`src/rtl/cpa_arbiter.sv`:
```
// Two-requester front end sharing one 13-bit ripple-carry adder.
// Alternating priority when both request; the result is held in a one-entry output slot.

module cpa (
   input  logic [12:0] i_a,
   input  logic [12:0] i_b,
   output logic [12:0] o_sum
);

   logic [12:0] w_carry;

   assign w_carry[0] = 1'b0;

   // The carry out of the top bit is never formed, so the sum wraps modulo 2^13.
   genvar k;
   generate
      for (k = 0; k < 13; k++) begin : g_fa
         assign o_sum[k] = i_a[k] ^ i_b[k] ^ w_carry[k];
         if (k < 12) begin : g_carry
            assign w_carry[k+1] = (i_a[k] & i_b[k]) | (w_carry[k] & (i_a[k] ^ i_b[k]));
         end
      end
   endgenerate

endmodule

module cpa_arbiter (
   input  logic        clk,
   input  logic        rst_n,
   input  logic        i_req0_valid,
   input  logic [12:0] i_req0_a,
   input  logic [12:0] i_req0_b,
   output logic        o_req0_ready,
   input  logic        i_req1_valid,
   input  logic [12:0] i_req1_a,
   input  logic [12:0] i_req1_b,
   output logic        o_req1_ready,
   output logic        o_res_valid,
   input  logic        i_res_ready,
   output logic [12:0] o_res_sum,
   output logic        o_res_id,
   output logic [15:0] o_ops_count
);

   logic        r_lastGrant;
   logic        r_resValid;
   logic        r_resId;
   logic [12:0] r_resSum;
   logic [15:0] r_opsCount;

   logic        w_slotFree;
   logic        w_grantValid;
   logic        w_grantIdx;
   logic        w_xfer;
   logic [12:0] w_opA;
   logic [12:0] w_opB;
   logic [12:0] w_sum;

   // With both requesting, the one not granted last time wins.
   always_comb begin
      w_grantValid = 1'b0;
      w_grantIdx   = 1'b0;
      if (i_req0_valid && i_req1_valid) begin
         w_grantValid = 1'b1;
         w_grantIdx   = ~r_lastGrant;
      end else if (i_req0_valid) begin
         w_grantValid = 1'b1;
         w_grantIdx   = 1'b0;
      end else if (i_req1_valid) begin
         w_grantValid = 1'b1;
         w_grantIdx   = 1'b1;
      end
   end

   assign w_slotFree   = ~r_resValid | i_res_ready;
   assign w_xfer       = rst_n & w_slotFree & w_grantValid;
   assign o_req0_ready = w_xfer & ~w_grantIdx;
   assign o_req1_ready = w_xfer & w_grantIdx;

   assign w_opA = w_grantIdx ? i_req1_a : i_req0_a;
   assign w_opB = w_grantIdx ? i_req1_b : i_req0_b;

   cpa u_cpa (
      .i_a   (w_opA),
      .i_b   (w_opB),
      .o_sum (w_sum)
   );

   // A drain and a new accept in the same cycle reload the slot without a bubble.
   always_ff @(posedge clk or negedge rst_n) begin
      if (!rst_n) begin
         r_lastGrant <= 1'b1;
         r_resValid  <= 1'b0;
         r_resId     <= 1'b0;
         r_resSum    <= 13'd0;
         r_opsCount  <= 16'd0;
      end else if (w_xfer) begin
         r_lastGrant <= w_grantIdx;
         r_resValid  <= 1'b1;
         r_resId     <= w_grantIdx;
         r_resSum    <= w_sum;
         r_opsCount  <= r_opsCount + 16'd1;
      end else if (i_res_ready) begin
         r_resValid  <= 1'b0;
      end
   end

   assign o_res_valid = r_resValid;
   assign o_res_sum   = r_resSum;
   assign o_res_id    = r_resId;
   assign o_ops_count = r_opsCount;

endmodule
```
`config.mk`:
```
export PLATFORM = sky130hd
export DESIGN_NAME = cpa_arbiter
export DESIGN_NICKNAME = d
export VERILOG_FILES = /design/src/rtl/cpa_arbiter.sv
export SDC_FILE = /design/constraint.sdc
export NUM_CORES = 1
export LEC_CHECK = 0
export ABC_AREA = 1
export CELL_PAD_IN_SITES_DETAIL_PLACEMENT = 0
export CELL_PAD_IN_SITES_GLOBAL_PLACEMENT = 2
export CORE_MARGIN = 8
export CORE_UTILIZATION = 22
export DETAILED_ROUTE_END_ITERATION = 12
export PLACE_DENSITY_LB_ADDON = 0.1
export SLEW_MARGIN = 5
export SYNTH_ARGS = -nofsm -noshare
export SYNTH_HDL_FRONTEND = slang
export SYNTH_HIERARCHICAL = 1
export SYNTH_SLANG_ARGS = --single-unit
```
`constraint.sdc`:
```
create_clock -name clk -period 8.03 [get_ports clk]
set_input_delay 1.606 -clock clk [delete_from_list [all_inputs] [get_ports clk]]
set_output_delay 1.606 -clock clk [all_outputs]
set_load 0.02 [all_outputs]
```
==> results of run 1 <==
## Yosys cell counts
library cell and count:
nand3_4 1, buf_2 5, nand3_1 10, xnor2_1 1, nand4_1 6, fa_1 11, inv_2 2, nor2_1 10
nor3_1 3, ha_1 2, buf_4 1, nand2_2 4, nand2_1 166, xor2_1 8, dfstp_2 1, dfrtp_1 31
nor2_4 3, clkbuf_1 1, buf_6 1, inv_1 29
## power by group through the flow
stage	registers (mW)	clock network [mW]	logic, mW
2_1_floorplan	0.290	0	0.118
3_3_place_gp	0.255	0	0.312
3_5_place_dp	0.253	0	0.315
4_1_cts	0.251	0.139	0.315
5_1_grt	0.258	0.146	0.346
6_report	0.249	0.133	0.307
## cell usage in the layout (no fill, tap or decap), types with 2 or more instances in the layout
cell type / count
clkbuf_8: 6
clkdlybuf4s50_1: 88
dfrtp_1: 31
fa_1: 11
ha_1: 2
inv_1: 29
inv_2: 2
nand2_1: 166
nand2_2: 4
nand3_1: 10
nand4_1: 6
nor2_1: 10
nor2_4: 3
nor3_1: 3
xor2_1: 8
## flip-flops by register name (all words and copies together), names as in the netlist
signal / flops
o_ops_count: 16
o_res_valid: 1
o_res_sum: 13
o_res_id: 1
r_lastGrant: 1
## cells by family (layout without fill, tap and decap cells)
family        Yosys count  after routing  synth area share [%]
simple gates          203            203                  39.4
fa+ha+maj              13             13                  11.5
buf+inv                39            129                  7.70
xor+xnor                9              9                  3.70
flops                  32             32                  37.7
## per-stage QoR
step	area [um2]	instances	power (mW)
2_1_floorplan	2130	296	0.409
5_1_grt	3240	519	0.750
3_5_place_dp	3140	511	0.568
6_report	3240	519	0.689
4_1_cts	3240	519	0.706
3_3_place_gp	3140	511	0.567
## per-layer routing
metal	GRT usage, %	up-vias	wire [um]	share of wire, %
met2	17.2	65	3000	46
li1	-	1063	-	-
met3	3.80	5	505	7.8
met4	3.19	0	72	1.1
met5	0	-	0	0
met1	12.6	875	2940	45
## worst min path at each step
stage	from	to	slack, ns	cells after the start
floorplan	r_lastGrant$_DFFE_PN1P_	r_lastGrant$_DFFE_PN1P_	0.45	2
global placement	r_lastGrant$_DFFE_PN1P_	r_lastGrant$_DFFE_PN1P_	0.47	2
detailed placement	r_lastGrant$_DFFE_PN1P_	r_lastGrant$_DFFE_PN1P_	0.46	2
CTS	r_lastGrant$_DFFE_PN1P_	r_lastGrant$_DFFE_PN1P_	0.48	2
global route	r_lastGrant$_DFFE_PN1P_	r_lastGrant$_DFFE_PN1P_	0.49	2
finish	r_lastGrant$_DFFE_PN1P_	r_lastGrant$_DFFE_PN1P_	0.47	2
## final cells by class
cell class | count | share of cell area, %
Tap cell | 133 | 5.14
Clock inverter | 1 | 0.232
Sequential cell | 32 | 24.8
Clock buffer | 7 | 2.67
Multi-Input combinational cell | 225 | 36.0
Timing Repair Buffer | 90 | 27.6
Inverter | 31 | 3.60
## worst max-delay path, stage by stage
cell and delay (ns):
clkdlybuf4s50_1 0.48, nand2_1 0.07, nand2_2 0.08, inv_2 0.17, nand2_1 0.11, nand2_1 0.05, ha_1 0.18, inv_1 0.06
fa_1 0.16, inv_1 0.05, fa_1 0.37, fa_1 0.40, fa_1 0.42, fa_1 0.40, fa_1 0.40, fa_1 0.39
fa_1 0.39, fa_1 0.39, fa_1 0.41, fa_1 0.40, inv_1 0.07, nand3_1 0.06, nand2_1 0.06, nand2_1 0.05
nand2_1 0.06
==> results.md, run 1 <==
* Latest clock arrival within the worst-skew pair at 0.28 ns
* I/O pin total at 90
* Net Sw Frac at 39.1%
* Largest net degree at the start of global routing at 34
* Post_cts resized at 0
* Post-synth top area cell: dfrtp_1
* Die W at 114 um
* Inserted Clock Buffers at 5
* Setup WS pre-CTS at 0.583 ns
* Post-layout minimum cycle time at 7.08 ns
* Outcome: completed
* Comb power frac at 44.5%
* GRT overflow at 0
* Pre-antenna DRT Iters at 4
* Post-route setup slack at 0.952 ns
* Power Density at 213 mW/mm2
* Site Rows at 36
* Syn nets at 366
* Clock skew at between 0.003 and 0.004 ns
* Initial antenna violation count at 0
* Total Wirelength at 6.52 mm
* Clk network pwr share at 19.3%
* DRT iter0 DRCs at 85
* Clock buffer depth at 2
* Die area at between 0.01 and 0.015 mm2
* Root buf cell: clkbuf_8
* Sequential cell area at 802 um2
* Fin. max-slew vios at 0
* Hold Crit Class: reg -> reg
* DIE HEIGHT at 114 um
* Final setup viols at 0
* Synth Instances at 296
* Area of the multi-input gates at 0.00116 mm2
* Area contributors post-synth: dfrtp_1 36%, nand2_1 29%, fa_1 10%, inv_1 5.1%, xor2_1 3.3%
* Layout area overhead at 51.9%
* Fmax at between 0.1 and 0.15 GHz
* Period utilization at 88.1%
* Required @ worst endpoint at approximately 8.3 ns
* Mean post-synth cell area at 7.19 um2
* Worst-Margin Slew at 0.809 ns
* Reg2reg end: o_res_sum[12]$_DFFE_PN0P_
* Global placement routability congestion at 0.728
* HPWL after DPL at 5.26 mm
* First-pass GRT wire length at 11.0 mm
* Core area at 0.00959 mm2
* Final core occ at 33.7%
* Initial Util at 22.2%
* Cell Int Power at 0.420 mW
* Filler Cell Count at 1048
* Routed via count at between 2000 and 2500
* R2R Path Start: r_lastGrant$_DFFE_PN1P_
* # nets final at approximately 460
* Flop pwr share at 36.1%
* CP startpoint: i_req0_valid
* Reg clk slew, reported paths at approximately 0.07 ns
* CP Max Fanout at 27
* Diode count at 0
* VDD IR max at 0.0799 mV
* Sum Neg Setup Slack at 0 ns
* Input/output buffers at 89
* Synth Register Bits at 32
* Worst Setup EP: o_res_sum[12]$_DFFE_PN0P_
* R2r worst-path depth at 24
* GR Util All Layers at 10.5%
* Library cells used by synthesis at 20
* RSZ-0062 raised after global routing: no
* Share of cells above drive strength 1 at 5.18%
* Postcts setup bufs at 0
* Synth warn at 6
* WHS at 0.471 ns
* Synthesized cell area at 0.00213 mm2
* Switch Pwr at 0.269 mW
* Critical path arrival at 7.30 ns
* Vias in the first global route at about 2200
* DRC errors left at 0
* Startpoint Class: input port
* Worst Setup End Kind: register
* TritonCTS clock tree: done
* Drt via density at 3.87
* Max-Slew Margin vs Limit at about 46%
* WL/cell at ~13 um
* Seq/Total Area, Yosys at 37.7%
* Pleak at 1.58 nW
* CP Class: in -> reg
* Clk sinks at 32
* H-Tree Depth at 2
* Hold bufs inserted after CTS at 0
* Setup slack, reg-to-reg at 2.24 ns
* Max cap viols at 0
* Routed Antenna Nets at 0
* Synth top area share at 36.4%
* Final hold viol count at 0
No activity file was read; power rests on OpenSTA's default activity.
==> run 2: changes to the inputs <==
CTS_BUF_LIST = sky130_fd_sc_hd__clkbuf_16   (was not set)
==> results.md, run 2 (same netlist as run 1, synthesis figures left out) <==
* CP startpoint: i_req0_valid
* Top Layer Used: met4
* Most frequent cells in the layout: 166 x nand2_1, 88 x clkdlybuf4s50_1, 31 x dfrtp_1, 30 x inv_1, 11 x fa_1
* RSZ-0062 raised after global routing: no
* WHS at 0.470 ns (-0.00105 ns)
* Die W at 114 um (unchanged)
* Vias in the first global route at 2190 (+0.046%)
* Clk network pwr share at 24.8% (+5.5 points)
* Final Instance Count excl. Fillers at 519 (unchanged)
* Pwr Total at 0.739 mW (+7.2%)
* Root buf cell: clkbuf_16
* R2r worst-path depth at 24 (unchanged)
* Met1 wire length at 2.99 mm (+1.9%)
* Largest net degree at the start of global routing at 34 (unchanged)
* Pleak at 1.61 nW (+1.5%)
* Critical path arrival at 7.30 ns (about the same)
* Post-layout minimum cycle time at 7.09 ns (+0.00883 ns)
* Post-route setup slack at 0.943 ns (-0.00883 ns)
* Max-Slew Margin vs Limit at 46.5% (+0.44 points)
* Site Rows at 36 (unchanged)
* Worst-Margin Slew at 0.803 ns (-0.00657 ns)
* Max reg flops at 16 (unchanged)
* Metal2 WL at 2.95 mm (-1.8%)
* Post_cts resized at 0 (unchanged)
* Die area at 0.0131 mm2 (unchanged)
* Largest stage delay on the critical path at 0.48 ns (about the same)
* Worst Setup End Kind: register
* Initial antenna violation count at 0 (unchanged)
* Clk sinks at 32 (unchanged)
* WL/cell at 12.6 um (about the same)
* Reg2reg end: o_res_sum[12]$_DFFE_PN0P_
* Postcts setup bufs at 0 (unchanged)
* CP Max Fanout at 27 (unchanged)
* Clock buffer depth at 2 (unchanged)
* Final hold viol count at 0 (unchanged)
* Hold Path Stages at 2 (unchanged)
* Final setup viols at 0 (unchanged)
* I/O pin total at 90 (unchanged)
* DRT iter0 DRCs at 73 (-14%)
* Flop pwr share at 33.7% (-2.4 points)
* Bufs and invs on worst path at 5 (unchanged)
* GRT overflow at 0 (unchanged)
* Required @ worst endpoint at 8.25 ns (about the same)
* Inserted Clock Buffers at 5 (unchanged)
* VDD IR max at 0.0878 mV (+9.9%)
* Outcome: completed
* GR Util All Layers at 10.6% (+0.079 points)
* Critical Path Most Common Cell: fa_1
* TritonCTS clock tree: done
* Global placement routability congestion at 0.728 (unchanged)
* Met3 routed WL at 485 um (-4.0%)
* Placed cells at 511 (unchanged)
* Cell family with most CP delay: adder cells
* Core area at 0.00959 mm2 (unchanged)
* Input/output buffers at 89 (unchanged)
* Total Wirelength at 6.52 mm (about the same)
* H-Tree Depth at 2 (unchanged)
* Initial Util at 22.2% (unchanged)
* Hold Crit Class: reg -> reg
* DIE HEIGHT at 114 um (unchanged)
* HPWL after DPL at 5.26 mm (unchanged)
* Routed Antenna Nets at 0 (unchanged)
* Share of cells above drive strength 1 at 4.92% (-0.26 points)
* Power Density at 225 mW/mm2 (+5.7%)
* DRC errors left at 0 (unchanged)
* CP Class: in -> reg
* Diode count at 0 (unchanged)
* Sum Neg Setup Slack at 0 ns (unchanged)
* Final core occ at 34.2% (+0.48 points)
* Clock skew at 0.00529 ns (+0.00201 ns)
* # nets final at 455 (unchanged)
* Cell Int Power at 0.463 mW (+10%)
* Startpoint Class: input port
* Drt via density at 3.85 (-0.45%)
* Commonest non-fill, non-tap cell in the layout: nand2_1
* Max cap viols at 0 (unchanged)
* Period utilization at 88.3% (+0.11 points)
* First-pass GRT wire length at 11.0 mm (+0.19%)
* Worst Setup EP: o_res_sum[12]$_DFFE_PN0P_
* Layout area overhead at 54.1%
* Number of cells on the critical path at 25 (unchanged)
* Hold bufs inserted after CTS at 0 (unchanged)
* Setup WS pre-CTS at 0.583 ns (unchanged)
* Placed inst area at 0.00314 mm2 (unchanged)
* Setup slack, reg-to-reg at 2.24 ns (about the same)
* R2R Path Start: r_lastGrant$_DFFE_PN1P_
* Latest clock arrival within the worst-skew pair at 0.28 ns (about the same)
* Pre-antenna DRT Iters at 4 (unchanged)
* Fin. max-slew vios at 0 (unchanged)
* Reg clk slew, reported paths at 0.06 ns (about the same)
* Crit-path slowest cell: clkdlybuf4s50_1
* Finished Cell Area at 0.00328 mm2 (+1.4%)
* Comb power frac at 41.5% (-3.0 points)
* Net Sw Frac at 37.3% (-1.7 points)
* Fmax at 0.141 GHz (-0.12%)
* Routed via count at 1999 (-0.45%)
* Switch Pwr at 0.276 mW (+2.5%)
## run 2: cell types whose count changed in the layout (fill, tap and decap cells not counted)
cell	previous run	this run
clkbuf_8	6	0
clkbuf_16	0	5
clkbuf_1	1	0
clkinv_1	0	1
inv_1	29	30
## run 2: how the worst min path moves through the flow
stage,end,start
after global routing,r_lastGrant$_DFFE_PN1P_,r_lastGrant$_DFFE_PN1P_
final,r_lastGrant$_DFFE_PN1P_,r_lastGrant$_DFFE_PN1P_
after global placement,r_lastGrant$_DFFE_PN1P_,r_lastGrant$_DFFE_PN1P_
after CTS,r_lastGrant$_DFFE_PN1P_,r_lastGrant$_DFFE_PN1P_
after detailed placement,r_lastGrant$_DFFE_PN1P_,r_lastGrant$_DFFE_PN1P_
after floorplan,r_lastGrant$_DFFE_PN1P_,r_lastGrant$_DFFE_PN1P_
## run 2: routing by layer
layer | GRT usage (%) | vias up
met3 | 3.80 | 6
met5 | 0 | -
met2 | 17.4 | 65
li1 | - | 1060
met1 | 12.5 | 868
met4 | 3.73 | 0
## run 2: power by group through the flow
stage | Clock, mW | Sequential (mW) | Combinational [mW]
global placement | 0 | 0.255 | 0.312
finish | 0.183 | 0.249 | 0.306
CTS | 0.189 | 0.252 | 0.315
global route | 0.197 | 0.258 | 0.346
floorplan | 0 | 0.290 | 0.118
detailed placement | 0 | 0.253 | 0.315
## run 2: worst min-delay path: cells and delay by family (launching register included)
kind	cells	cell delay, ns
simple gates	2	0.10
flops	1	0.37
## run 2: layout make-up
cell class | count | area, um2
well taps | 133 | 166
flip-flops and latches | 32 | 802
clock buffers | 5 | 125
multi-input cells | 225 | 1160
clock inverters | 3 | 15.0
fillers | 1047 | 6310
repair buffers | 90 | 893
inverters | 31 | 116
